===== config.mk =====
export PLATFORM = sky130hd
export DESIGN_NAME = phy_os_scheduler
export DESIGN_NICKNAME = d
export VERILOG_FILES = /design/src/rtl/ozdefs.sv /design/src/rtl/phy_skp_timer.sv /design/src/rtl/phy_os_scheduler.sv
export SDC_FILE = /design/constraint.sdc
export NUM_CORES = 1
export LEC_CHECK = 0
export BUFFER_PORTS_ARGS = -buffer_cell sky130_fd_sc_hd__buf_2
export CELL_PAD_IN_SITES_DETAIL_PLACEMENT = 0
export CELL_PAD_IN_SITES_GLOBAL_PLACEMENT = 2
export CORE_ASPECT_RATIO = 1.5
export CORE_UTILIZATION = 35
export CTS_CLUSTER_DIAMETER = 120
export DETAILED_ROUTE_END_ITERATION = 8
export PLACE_DENSITY = 0.95
export RECOVER_POWER = 100
export SLEW_MARGIN = 0
export SYNTH_ARGS = -nofsm -noshare
export SYNTH_HDL_FRONTEND = slang
export SYNTH_SLANG_ARGS = --single-unit

===== constraint.sdc =====
create_clock -name clk -period 5.85 [get_ports clk]
set_input_delay 0.585 -clock clk [delete_from_list [all_inputs] [get_ports clk]]
set_output_delay 0.585 -clock clk [all_outputs]
set_load 0.005 [all_outputs]

===== src/rtl/ozdefs.sv =====
// Shared PHY receive-path definitions: LTSSM states, ordered-set symbols and
// the scheduler's set/state encodings.
package ozdefs;

    typedef enum logic [4:0] {
        DETECT_QUIET             = 5'd0,
        DETECT_ACTIVE            = 5'd1,
        POLLING_ACTIVE           = 5'd2,
        POLLING_ACTIVE_START_TS1 = 5'd3,
        POLLING_CONFIG           = 5'd4,
        POLLING_COMPLIANCE       = 5'd5,
        CONFIG_LINKWIDTH_START   = 5'd6,
        CONFIG_LINKWIDTH_ACCEPT  = 5'd7,
        CONFIG_LANENUM_WAIT      = 5'd8,
        CONFIG_COMPLETE          = 5'd9,
        CONFIG_IDLE              = 5'd10,
        L0                       = 5'd11,
        RECOVERY_RCVRLOCK        = 5'd12,
        RECOVERY_IDLE            = 5'd13,
        HOT_RESET                = 5'd14,
        DISABLED                 = 5'd15
    } LTSSM_State;

    localparam logic [7:0] COM   = 8'hBC;
    localparam logic [7:0] SKP   = 8'h1C;
    localparam logic [7:0] TS1ID = 8'h4A;
    localparam logic [7:0] TS2ID = 8'h45;
    localparam logic [7:0] PAD   = 8'hF7;

    typedef enum logic [1:0] {
        OS_NONE = 2'd0,
        OS_SKP  = 2'd1,
        OS_TS1  = 2'd2,
        OS_TS2  = 2'd3
    } os_type_t;

    typedef enum logic [1:0] {
        IDLE   = 2'd0,
        SKP_OS = 2'd1,
        TS1_OS = 2'd2,
        TS2_OS = 2'd3
    } os_state_t;

    localparam logic [3:0] SKP_LAST_BYTE = 4'd3;
    localparam logic [3:0] TS_LAST_BYTE  = 4'd15;

    function automatic os_type_t base_os_type(input LTSSM_State st);
        case (st)
            POLLING_ACTIVE:           return OS_SKP;
            POLLING_ACTIVE_START_TS1: return OS_TS1;
            POLLING_CONFIG:           return OS_TS2;
            default:                  return OS_NONE;
        endcase
    endfunction

    // Byte k (1..5) of a packed TS field lives at [8k-1:8k-8].
    function automatic logic [7:0] ts_field(input logic [39:0] v, input logic [3:0] idx);
        case (idx)
            4'd1:    return v[7:0];
            4'd2:    return v[15:8];
            4'd3:    return v[23:16];
            4'd4:    return v[31:24];
            4'd5:    return v[39:32];
            default: return 8'h00;
        endcase
    endfunction

endpackage


===== src/rtl/phy_skp_timer.sv =====
// SKP insertion interval timer holding a single sticky insertion request.
module phy_skp_timer
    import ozdefs::*;
#(
    parameter int SKP_INTERVAL = 1180
) (
    input  logic clk,
    input  logic p2md_rstn,
    input  logic run,
    input  logic clr_pending,
    output logic pending
);

    logic [15:0] count_r;
    logic        pending_r;
    logic        expire_s;

    // Expiry happens on the cycle the counter sits at its terminal value.
    always_comb begin
        expire_s = run && (count_r == 16'(SKP_INTERVAL - 1));
    end

    // Interval counter and request flag; a same-cycle expiry beats the clear.
    always_ff @(posedge clk or negedge p2md_rstn) begin
        if (!p2md_rstn) begin
            count_r   <= 16'd0;
            pending_r <= 1'b0;
        end else begin
            if (expire_s) begin
                count_r <= 16'd0;
            end else if (run) begin
                count_r <= count_r + 16'd1;
            end else begin
                count_r <= count_r;
            end

            if (expire_s) begin
                pending_r <= 1'b1;
            end else if (clr_pending) begin
                pending_r <= 1'b0;
            end else begin
                pending_r <= pending_r;
            end
        end
    end

    assign pending = pending_r;

endmodule


===== src/rtl/phy_os_scheduler.sv =====
// Ordered-set scheduler: picks SKP/TS1/TS2 from the LTSSM state, inserts
// periodic SKP sets and streams the chosen set one byte per cycle.
module phy_os_scheduler
    import ozdefs::*;
#(
    parameter int SKP_INTERVAL = 1180
) (
    input  logic        clk,
    input  logic        p2md_rstn,
    input  logic        en_n,
    input  LTSSM_State  currLtssmState,
    input  logic [39:0] ts1Bytes1Thru5,
    input  logic [39:0] ts2Bytes1Thru5,
    output logic [7:0]  rxdata,
    output logic        rxdatak,
    output logic        rxvalid,
    output logic        os_start,
    output logic [1:0]  os_type,
    output logic [7:0]  ts_sent
);

    os_state_t   state_r;
    os_state_t   next_state_s;
    logic [3:0]  cnt_r;
    logic [39:0] snap_r;
    LTSSM_State  ltssm_r;
    os_type_t    base_s;
    os_type_t    cur_type_s;
    logic        is_ts_s;
    logic        last_s;
    logic        boundary_s;
    logic        skp_pending_s;
    logic        timer_run_s;
    logic        clr_pending_s;
    logic [7:0]  byte_s;
    logic        k_s;

    phy_skp_timer #(
        .SKP_INTERVAL(SKP_INTERVAL)
    ) u_skp_timer (
        .clk        (clk),
        .p2md_rstn  (p2md_rstn),
        .run        (timer_run_s),
        .clr_pending(clr_pending_s),
        .pending    (skp_pending_s)
    );

    // Set-boundary detection and next-set selection.
    always_comb begin
        base_s  = base_os_type(currLtssmState);
        is_ts_s = (state_r == TS1_OS) || (state_r == TS2_OS);
        if (state_r == SKP_OS) begin
            last_s = (cnt_r == SKP_LAST_BYTE);
        end else if (is_ts_s) begin
            last_s = (cnt_r == TS_LAST_BYTE);
        end else begin
            last_s = 1'b0;
        end
        boundary_s = (state_r == IDLE) || last_s;

        // A NONE base parks in IDLE but leaves any SKP request outstanding.
        if (en_n) begin
            next_state_s = IDLE;
        end else if (base_s == OS_NONE) begin
            next_state_s = IDLE;
        end else if (skp_pending_s) begin
            next_state_s = SKP_OS;
        end else begin
            case (base_s)
                OS_SKP:  next_state_s = SKP_OS;
                OS_TS1:  next_state_s = TS1_OS;
                OS_TS2:  next_state_s = TS2_OS;
                default: next_state_s = IDLE;
            endcase
        end

        clr_pending_s = boundary_s && (next_state_s == SKP_OS);
        timer_run_s   = !en_n && (base_s != OS_NONE);
    end

    // Symbol generation for the byte currently addressed by state_r/cnt_r.
    always_comb begin
        byte_s     = 8'h00;
        k_s        = 1'b0;
        cur_type_s = OS_NONE;
        case (state_r)
            SKP_OS: begin
                cur_type_s = OS_SKP;
                byte_s     = (cnt_r == 4'd0) ? COM : SKP;
                k_s        = 1'b1;
            end
            TS1_OS, TS2_OS: begin
                cur_type_s = (state_r == TS1_OS) ? OS_TS1 : OS_TS2;
                if (cnt_r == 4'd0) begin
                    byte_s = COM;
                    k_s    = 1'b1;
                end else if (cnt_r <= 4'd5) begin
                    byte_s = ts_field(snap_r, cnt_r);
                    k_s    = (byte_s == PAD);
                end else begin
                    byte_s = (state_r == TS1_OS) ? TS1ID : TS2ID;
                    k_s    = 1'b0;
                end
            end
            default: begin
                byte_s     = 8'h00;
                k_s        = 1'b0;
                cur_type_s = OS_NONE;
            end
        endcase
    end

    // Sequencer state, byte counter and registered driver outputs.
    always_ff @(posedge clk or negedge p2md_rstn) begin
        if (!p2md_rstn) begin
            state_r  <= IDLE;
            cnt_r    <= 4'd0;
            rxdata   <= 8'h00;
            rxdatak  <= 1'b0;
            rxvalid  <= 1'b0;
            os_start <= 1'b0;
            os_type  <= OS_NONE;
        end else begin
            rxdata   <= byte_s;
            rxdatak  <= k_s;
            rxvalid  <= (state_r != IDLE);
            os_start <= (state_r != IDLE) && (cnt_r == 4'd0);
            os_type  <= cur_type_s;
            if (boundary_s) begin
                state_r <= next_state_s;
                cnt_r   <= 4'd0;
            end else begin
                state_r <= state_r;
                cnt_r   <= cnt_r + 4'd1;
            end
        end
    end

    // TS bytes 1-5 are frozen while COM goes out so a set is never torn.
    always_ff @(posedge clk or negedge p2md_rstn) begin
        if (!p2md_rstn) begin
            snap_r <= 40'h00_0000_0000;
        end else if ((state_r == TS1_OS) && (cnt_r == 4'd0)) begin
            snap_r <= ts1Bytes1Thru5;
        end else if ((state_r == TS2_OS) && (cnt_r == 4'd0)) begin
            snap_r <= ts2Bytes1Thru5;
        end else begin
            snap_r <= snap_r;
        end
    end

    // Completed-TS counter; an LTSSM change clears it and wins over a count.
    always_ff @(posedge clk or negedge p2md_rstn) begin
        if (!p2md_rstn) begin
            ltssm_r <= DETECT_QUIET;
            ts_sent <= 8'd0;
        end else begin
            ltssm_r <= currLtssmState;
            if (currLtssmState != ltssm_r) begin
                ts_sent <= 8'd0;
            end else if (is_ts_s && last_s && (ts_sent != 8'hFF)) begin
                ts_sent <= ts_sent + 8'd1;
            end else begin
                ts_sent <= ts_sent;
            end
        end
    end

endmodule

After elaboration in Yosys (flattened, before gate mapping)
Index checks and enable logic that the tools add are counted.
{ "classes": {"order_cmp": 1, "eq_ne": 20, "muxes": 30, "reduce_logical": 21, "addsub": 3} }
{ "op_table": {"columns": ["cell", "n"], "rows": [
  ["40-bit two-way mux", 2],
  ["8-bit two-way mux", 8],
  ["8-bit case mux with 5 select lines", 1],
  ["16-bit two-way mux", 2],
  ["16-bit by 1-bit adder with 16-bit output (second input constant)", 1],
  ["16-bit by 11-bit == test with 1-bit output (second input constant)", 1],
  ["8-bit case mux with 2 select lines", 1],
  ["2-bit case mux with 3 select lines", 2],
  ["2-bit nonzero test", 6],
  ["5-bit by 2-bit == test with 1-bit output (second input constant)", 2],
  ["8-bit by 1-bit adder with 8-bit output (second input constant)", 1],
  ["2-bit == test (second input constant)", 4],
  ["4-bit by 2-bit == test with 1-bit output (second input constant)", 2],
  ["4-bit by 3-bit == test with 1-bit output (second input constant)", 2],
  ["8-bit == test (second input constant)", 1],
  ["1-bit logical AND", 8],
  ["4-bit two-way mux", 2],
  ["8-bit inequality test (second input constant)", 1],
  ["1-bit two-way mux", 7],
  ["2-bit by 1-bit == test with 1-bit output (second input constant)", 3],
  ["2-bit two-way mux", 3],
  ["5-bit by 3-bit == test with 1-bit output (second input constant)", 1],
  ["5-bit inequality test", 1],
  ["4-bit by 1-bit adder with 4-bit output (second input constant)", 1],
  ["other kinds (10)", 12]
]} }
{ "word_totals": {"out_inout_bits": 21, "inputBits": 88, "elab_cells": 87, "regBits": 89} }

Logic depth before layout (Yosys ltp)
{ "depth": {"word_depth": 11, "depth_mapped": 9, "depth_no_buf": 8} }

By module
A second synthesis with hierarchy kept.
{ "unflattened": {"hier_cells": 452, "area_unflattened_um2": 4613.2} }
{ "by_module_without_submodules": {"columns": ["mod", "area_each_um2", "seq_area_each_um2", "cells_each", "instances"], "rows": [
  ["phy_os_scheduler", 3717.3, 1801.7, 375, 1],
  ["phy_skp_timer", 895.9, 425.4, 77, 1]
]} }

Least setup slack after synthesis
No wires, ideal clock.
{ "synth_timing": {"path_kind": "register to register", "startpoint": "reg cnt_r[0]", "endpoint": "reg rxdatak", "path_buffers": 1, "slack_ns": 3.546, "setup_ns": 0.082, "arrival_time_ns": 2.222, "stages_incl_launch_ff": 10, "period_less_slack_ns": 2.304, "t_required_ns": 5.768, "path_cell_list": "dfrtp_1 inv_1 ha_1 buf_4 a22o_1 nand2_1 o211ai_1 or4_1 or4b_1 a31oi_1"} }
{ "synth_between": {"elab_chain_len": 9, "word_cells_on_any_way": 15, "classes_between": "order compare (1); eq/ne (6); mux (7); reduce/logical (1)"} }
{ "synth_lines": {"columns": ["element", "line_no", "text"], "rows": [
  ["start, declared", "phy_os_scheduler.sv:24", "logic [3:0] cnt_r;"],
  ["start signal, assigned", "phy_os_scheduler.sv:134", "cnt_r <= cnt_r + 4'd1;"],
  ["4-bit by 3-bit == test with 1-bit output, or another cell as far along", "ozdefs.sv:58", "case (idx)"],
  ["8-bit case mux with 5 select lines", "ozdefs.sv:58", null],
  ["8-bit two-way mux", "phy_os_scheduler.sv:97", "end else if (cnt_r <= 4'd5) begin"],
  ["8-bit two-way mux", "phy_os_scheduler.sv:94", "if (cnt_r == 4'd0) begin"],
  ["8-bit two-way mux", "phy_os_scheduler.sv:86", "case (state_r)"],
  ["8-bit == test", "phy_os_scheduler.sv:99", "k_s = (byte_s == PAD);"],
  ["1-bit two-way mux", "phy_os_scheduler.sv:97", null],
  ["1-bit two-way mux (*)", "phy_os_scheduler.sv:94", null],
  ["1-bit case mux with 2 select lines (*)", "phy_os_scheduler.sv:86", null],
  ["via k_s", "phy_os_scheduler.sv:36", "logic k_s;"],
  ["end signal, assigned", "phy_os_scheduler.sv:125", "rxdatak <= k_s;"],
  ["end, declared", "phy_os_scheduler.sv:15", "output logic rxdatak,"]
]} }
The timed path passes the listed nets; every way through them passes the cells marked *. The select of a mux whose other input is x is not followed.
A chain may end at the register's enable or synchronous reset.

Worst setup path after layout
{ "layout_timing": {"startpoint": "reg state_r[0]", "endpoint": "reg rxdata[7]"} }
{ "layout_between": {"elab_chain_len": 3, "word_cells_on_any_way": 5, "classes_between": "eq/ne (3); mux (1); reduce/logical (1)"} }
{ "layout_lines": {"columns": ["element", "line_no", "text"], "rows": [
  ["start, declared", "phy_os_scheduler.sv:22", "os_state_t state_r;"],
  ["start signal, assigned", "phy_os_scheduler.sv:130", "state_r <= next_state_s;"],
  ["start signal, assigned", "phy_os_scheduler.sv:133", "state_r <= state_r;"],
  ["2-bit == test", "phy_os_scheduler.sv:86", null],
  ["2-bit OR reduction", "phy_os_scheduler.sv:86", null],
  ["8-bit case mux with 2 select lines (*)", "phy_os_scheduler.sv:86", null],
  ["via byte_s[7]", "phy_os_scheduler.sv:35", "logic [7:0] byte_s;"],
  ["end signal, assigned", "phy_os_scheduler.sv:124", "rxdata <= byte_s;"],
  ["end, declared", "phy_os_scheduler.sv:14", "output logic [7:0] rxdata,"]
]} }
The timed path passes the listed nets; every way through them passes the cells marked *.

==> impl.org <==
** Outcome
- The flow ran to the end, but the final reports show violations.
- Violations in the final reports :: max-capacitance violations, max-slew violations

** Placement
- The wire-length estimate of the detail-placed layout is 7.35 mm.
- Number of buffers added on ports :: 108
- Last weighted congestion value of the routability-driven placer :: 0.894
- After detailed placement, the design holds a cell count of roughly 670.

** Final layout
- Nets :: 623
- Synthesis-to-finish area growth :: 20.7%
- Count of non-filler cells in the finished layout :: 687
- # diodes :: 0
- Layout cells sized above 1 :: 0.230

** Worst setup path
- STA classifies the critical path startpoint as a register.
- STA puts the critical path data required time at between 6000 and 7000 ps.
- For this run, the slowest stage of the critical path takes 2080 ps.
- RR Startpoint :: state_r[0]$_DFFE_PN0N_
- Cells on worst reg2reg path :: 3
- Along the worst path, the maximum fanout reaches 46.
- Crit Path Class :: reg2reg
- RR Endpoint :: rxdata[7]$_DFF_PN0_
- Cell with the biggest individual delay on the critical path :: sky130_fd_sc_hd__clkbuf_1
- Data on the critical path arrives at its endpoint at ~3600 ps.
- Slack of the worst reg-to-reg path :: 2450 ps
- STA classifies the critical path endpoint as a register.
- Traced cell by cell, the critical path runs through clkbuf_1 > nor2_1 > o22ai_1.

** Timing
- On the final layout, the worst clock skew is ~8.3 ps.
- Highest clock frequency the design can meet :: ~300 MHz
- At the pin with the least slew margin, the transition time is 2970 ps.
- Final count of hold timing violations :: 0
- Tightest slew margin relative to the limit :: -0.979
- Sum Neg Setup Slack :: 0 ps
- Setup repair after global routing left no endpoint under its margin.
- The max-slew violation count was 47.
- Tcrit/Tclk final :: 0.581
- Total of endpoints with negative setup slack in the final report :: 0
- The routed design could run at a clock period as short as 3400 ps.

** Clock network
- Counting along the longest clock path gives a buffer depth of 2.
- Level count of the clock H-tree :: 3
- Post-CTS sizing :: 0
- Root Buffer Master :: sky130_fd_sc_hd__clkbuf_16
- Clk pin slew, worst setup/hold paths :: 60 ps
- Number of buffers inserted to repair setup after CTS :: 0
- Clock latency on the worst-skew pair, taken at its later pin, is about 340 ps.
- For this design, the sink count on the clock tree is 89.
- Clock tree from TritonCTS :: done
- Counting the buffers created by CTS gives 9.
- Hold repair after CTS inserted 0 buffers.

** Route
- After detailed routing, the total wire length is 9.93 mm.
- Residual DRC count :: 0
- The detail route stage leaves a number of antenna-violating nets equal to 0.
- Detailed routing inserted a total of between 3000 and 4000 vias.
- Dividing the detail-routed wire length by the instance count gives 14.5 um.
- Count of TritonRoute iterations in the first routing pass :: 5
- Dividing the detail-routed via count by the number of cells gives 5.08.
- The first routing iteration left 244 violations.

** Floorplan
- The floorplan has 49 rows.
- Starting utilization of the core area :: 0.363
- Area enclosed by the die boundary :: 13000 um2
- Core region area :: 12100 um2
- Die Y :: 139 um
- Die X :: 93.4 um
- 109 I/O pins were placed.

** Global routing
- Global-route congestion overflow total :: 0
- Antenna violations before repair :: 0
- Global-route usage over all layers :: 0.161
- Largest net degree at the start of global routing :: 71
- The first global-routing pass estimated 16.4 mm of wire.
- The number of global-route vias before repair is 3349.

** Synth
- The largest total area in the synthesized netlist belongs to sky130_fd_sc_hd__dfrtp_1.
- The number of different library cells used by synthesis comes to 50.
- After technology mapping, the gate count stands at 433.
- Yosys printed 0 warnings.
- The synthesized netlist occupies a cell area of approximately 4400 um2.
- Share of Yosys cell area claimed by the top area cell type :: 0.508
- Average cell area after synthesis :: 10.1 um2
- Ys flop type :: sky130_fd_sc_hd__dfrtp_1
- After synthesis, the cell types taking the most area are sky130_fd_sc_hd__dfrtp_1 (51%), sky130_fd_sc_hd__mux2i_1 (9.4%), sky130_fd_sc_hd__a21oi_1 (5.5%), sky130_fd_sc_hd__nor2_1 (5.4%), sky130_fd_sc_hd__xnor2_1 (2.8%).
- When the netlist entered floorplanning its net count stood at 527.
- In this run, synthesis inferred 0 flip-flops with an integrated enable.
- Sequential cell area fraction in the yosys report :: 0.508
- Share of flip-flops with an asynchronous set or reset after synthesis :: 1.00
- Post-synthesis register bit count :: 89

** Power and ir drop
- Part of the power in the clock network :: 0.235
- For this design the static power due to leakage is 2.31 nW.
- Switching part of the total :: 0.363
- Dividing total power by cell area gives a power density of 452 nW/um2.
- In this run the power spent charging and discharging nets is 869 uW.
- Gate power share :: 0.354
- Highest ir drop seen on vdd :: between 0.15 and 0.2 mV
- Of the total power, registers draw 0.411.
- Internal power summed over all cells :: roughly 1.5 mW

** Worst hold path
- Endpoint of the worst hold-timing path :: ltssm_r[4]$_DFF_PN0_
- Counting instances, the worst hold path has a depth of 1.
- Startpoint of the tightest hold check path :: currLtssmState[4]
- Class of the tightest hold or removal check :: in2reg

** Flow run
- Max-cap violations in this run came to 1.
per-layer routing:
layer | global-route usage | part of all wire | vias to the layer above | routed length [um]
li1 | - | - | 1735 | -
met1 | 0.215 | 0.44 | 1644 | 4350
met2 | 0.260 | 0.50 | 100 | 4920
met3 | 0.0269 | 0.048 | 12 | 479
met4 | 0.0632 | 0.018 | 0 | 179
met5 | 0 | 0 | - | 0
flip-flops by register name, indices dropped and copies added (netlist names):
signal and cells:
snap_r 40, u_skp_timer.count_r 16, rxdata 8, ts_sent 8
ltssm_r 5, cnt_r 4, os_type 2, state_r 2
os_start 1, rxdatak 1, rxvalid 1, u_skp_timer.pending 1
metrics by stage:
step | setup slack [ps] | total power, mW | area [um2] | hold WS (ps) | util
after floorplan | 3550 | 1.59 | 4380 | 289 | -
after global placement | 3300 | 1.81 | 5020 | 467 | 0.415
after detailed placement | 3200 | 1.83 | 5020 | 472 | 0.415
after CTS | 3180 | 2.40 | 5310 | 129 | 0.440
after global routing | 2110 | 2.57 | 5290 | 420 | 0.438
final | 2450 | 2.39 | 5290 | 429 | 0.438
worst max-delay path by stage:
stage	startpoint	end	slack (ps)	cells past startpoint
floorplan	cnt_r[0]$_DFF_PN0_	rxdatak$_DFF_PN0_	3550	9
global placement	cnt_r[1]$_DFF_PN0_	rxdatak$_DFF_PN0_	3300	8
detailed placement	cnt_r[1]$_DFF_PN0_	rxdatak$_DFF_PN0_	3200	8
CTS	cnt_r[1]$_DFF_PN0_	rxdatak$_DFF_PN0_	3180	8
global route	state_r[0]$_DFFE_PN0N_	rxdata[5]$_DFF_PN0_	2110	3
finish	state_r[0]$_DFFE_PN0N_	rxdata[7]$_DFF_PN0_	2450	3
power groups by stage:
| stage | clock, mW | sequential (mW) | combinational [mW] |
|---|---|---|---|
| after global placement | 0 | 0.994 | 0.811 |
| after detailed placement | 0 | 0.993 | 0.839 |
| final | 0.563 | 0.983 | 0.848 |
| after CTS | 0.577 | 0.984 | 0.841 |
| after floorplan | 0 | 0.909 | 0.683 |
| after global routing | 0.602 | 1.01 | 0.964 |
cells in the mapped netlist (2+ instances only):
cell / n
sky130_fd_sc_hd__a32o_1: 3
sky130_fd_sc_hd__ha_1: 6
sky130_fd_sc_hd__inv_1: 6
sky130_fd_sc_hd__clkbuf_1: 18
sky130_fd_sc_hd__or3_1: 3
sky130_fd_sc_hd__xor2_1: 9
sky130_fd_sc_hd__nand4_1: 4
sky130_fd_sc_hd__buf_6: 3
sky130_fd_sc_hd__nor2b_1: 2
sky130_fd_sc_hd__a211oi_1: 2
sky130_fd_sc_hd__o211ai_1: 2
sky130_fd_sc_hd__nor3b_1: 2
sky130_fd_sc_hd__a21oi_1: 48
sky130_fd_sc_hd__mux2i_1: 41
sky130_fd_sc_hd__and4_1: 2
sky130_fd_sc_hd__nor4b_1: 2
sky130_fd_sc_hd__or4b_1: 2
sky130_fd_sc_hd__nor2_1: 63
sky130_fd_sc_hd__o22ai_1: 2
sky130_fd_sc_hd__xnor2_1: 14
sky130_fd_sc_hd__buf_2: 3
sky130_fd_sc_hd__a31oi_1: 3
sky130_fd_sc_hd__and2_1: 2
sky130_fd_sc_hd__nand2_1: 22
sky130_fd_sc_hd__and3_1: 6
sky130_fd_sc_hd__o21ai_0: 6
sky130_fd_sc_hd__nand3_1: 16
sky130_fd_sc_hd__nor3_1: 10
sky130_fd_sc_hd__dfrtp_1: 89
sky130_fd_sc_hd__a222oi_1: 6
sky130_fd_sc_hd__o21ai_1: 7
sky130_fd_sc_hd__a22o_1: 10
sky130_fd_sc_hd__mux2_2: 2
cell families (layout without fill, tap and decap cells):
family                     Yosys count  count (layout)  share of synthesized area
AOI/OAI and AO/OA                   96              96                      0.137
xor gates and xnor gates            23              23                     0.0459
adders and majority gates            6               6                     0.0171
buffers and inverters               33             134                     0.0357
DFF                                 89              89                      0.508
muxes                               43              43                     0.0987
and+or+nand+nor                    143             143                      0.158
cell type report:
class	instances	area (um2)
fill	1192	6790
sequential	89	2230
multi-input combinational	311	2000
timing repair buffer	111	546
clock buffer	10	239
tap	153	191
clock inverter	6	57.6
inverter	7	28.8
layout by cell type, fill, tap and decap left out, drive strengths merged, types with 4 or more instances in the layout:
cell type / Yosys / final
dfrtp: 89 / 89
xor2: 9 / 9
nand4: 4 / 4
nor3: 10 / 10
nor2: 64 / 64
o21ai: 13 / 13
nand3: 16 / 16
xnor2: 14 / 14
a21oi: 48 / 48
a222oi: 6 / 6
clkbuf: 18 / 22
nand2: 22 / 22
inv: 7 / 7
a22o: 10 / 10
buf: 8 / 99
clkinv: 0 / 4
and3: 7 / 7
ha: 6 / 6
mux2i: 41 / 41
critical path, delay by kind of cell (launching register included):
family	cells	cell delay [ps]
flip-flops	1	340
buffers and inverters	1	2080
AND/OR/NAND/NOR	1	520
AO/OA/AOI/OAI	1	360
Power figures use the tool's default switching activity.
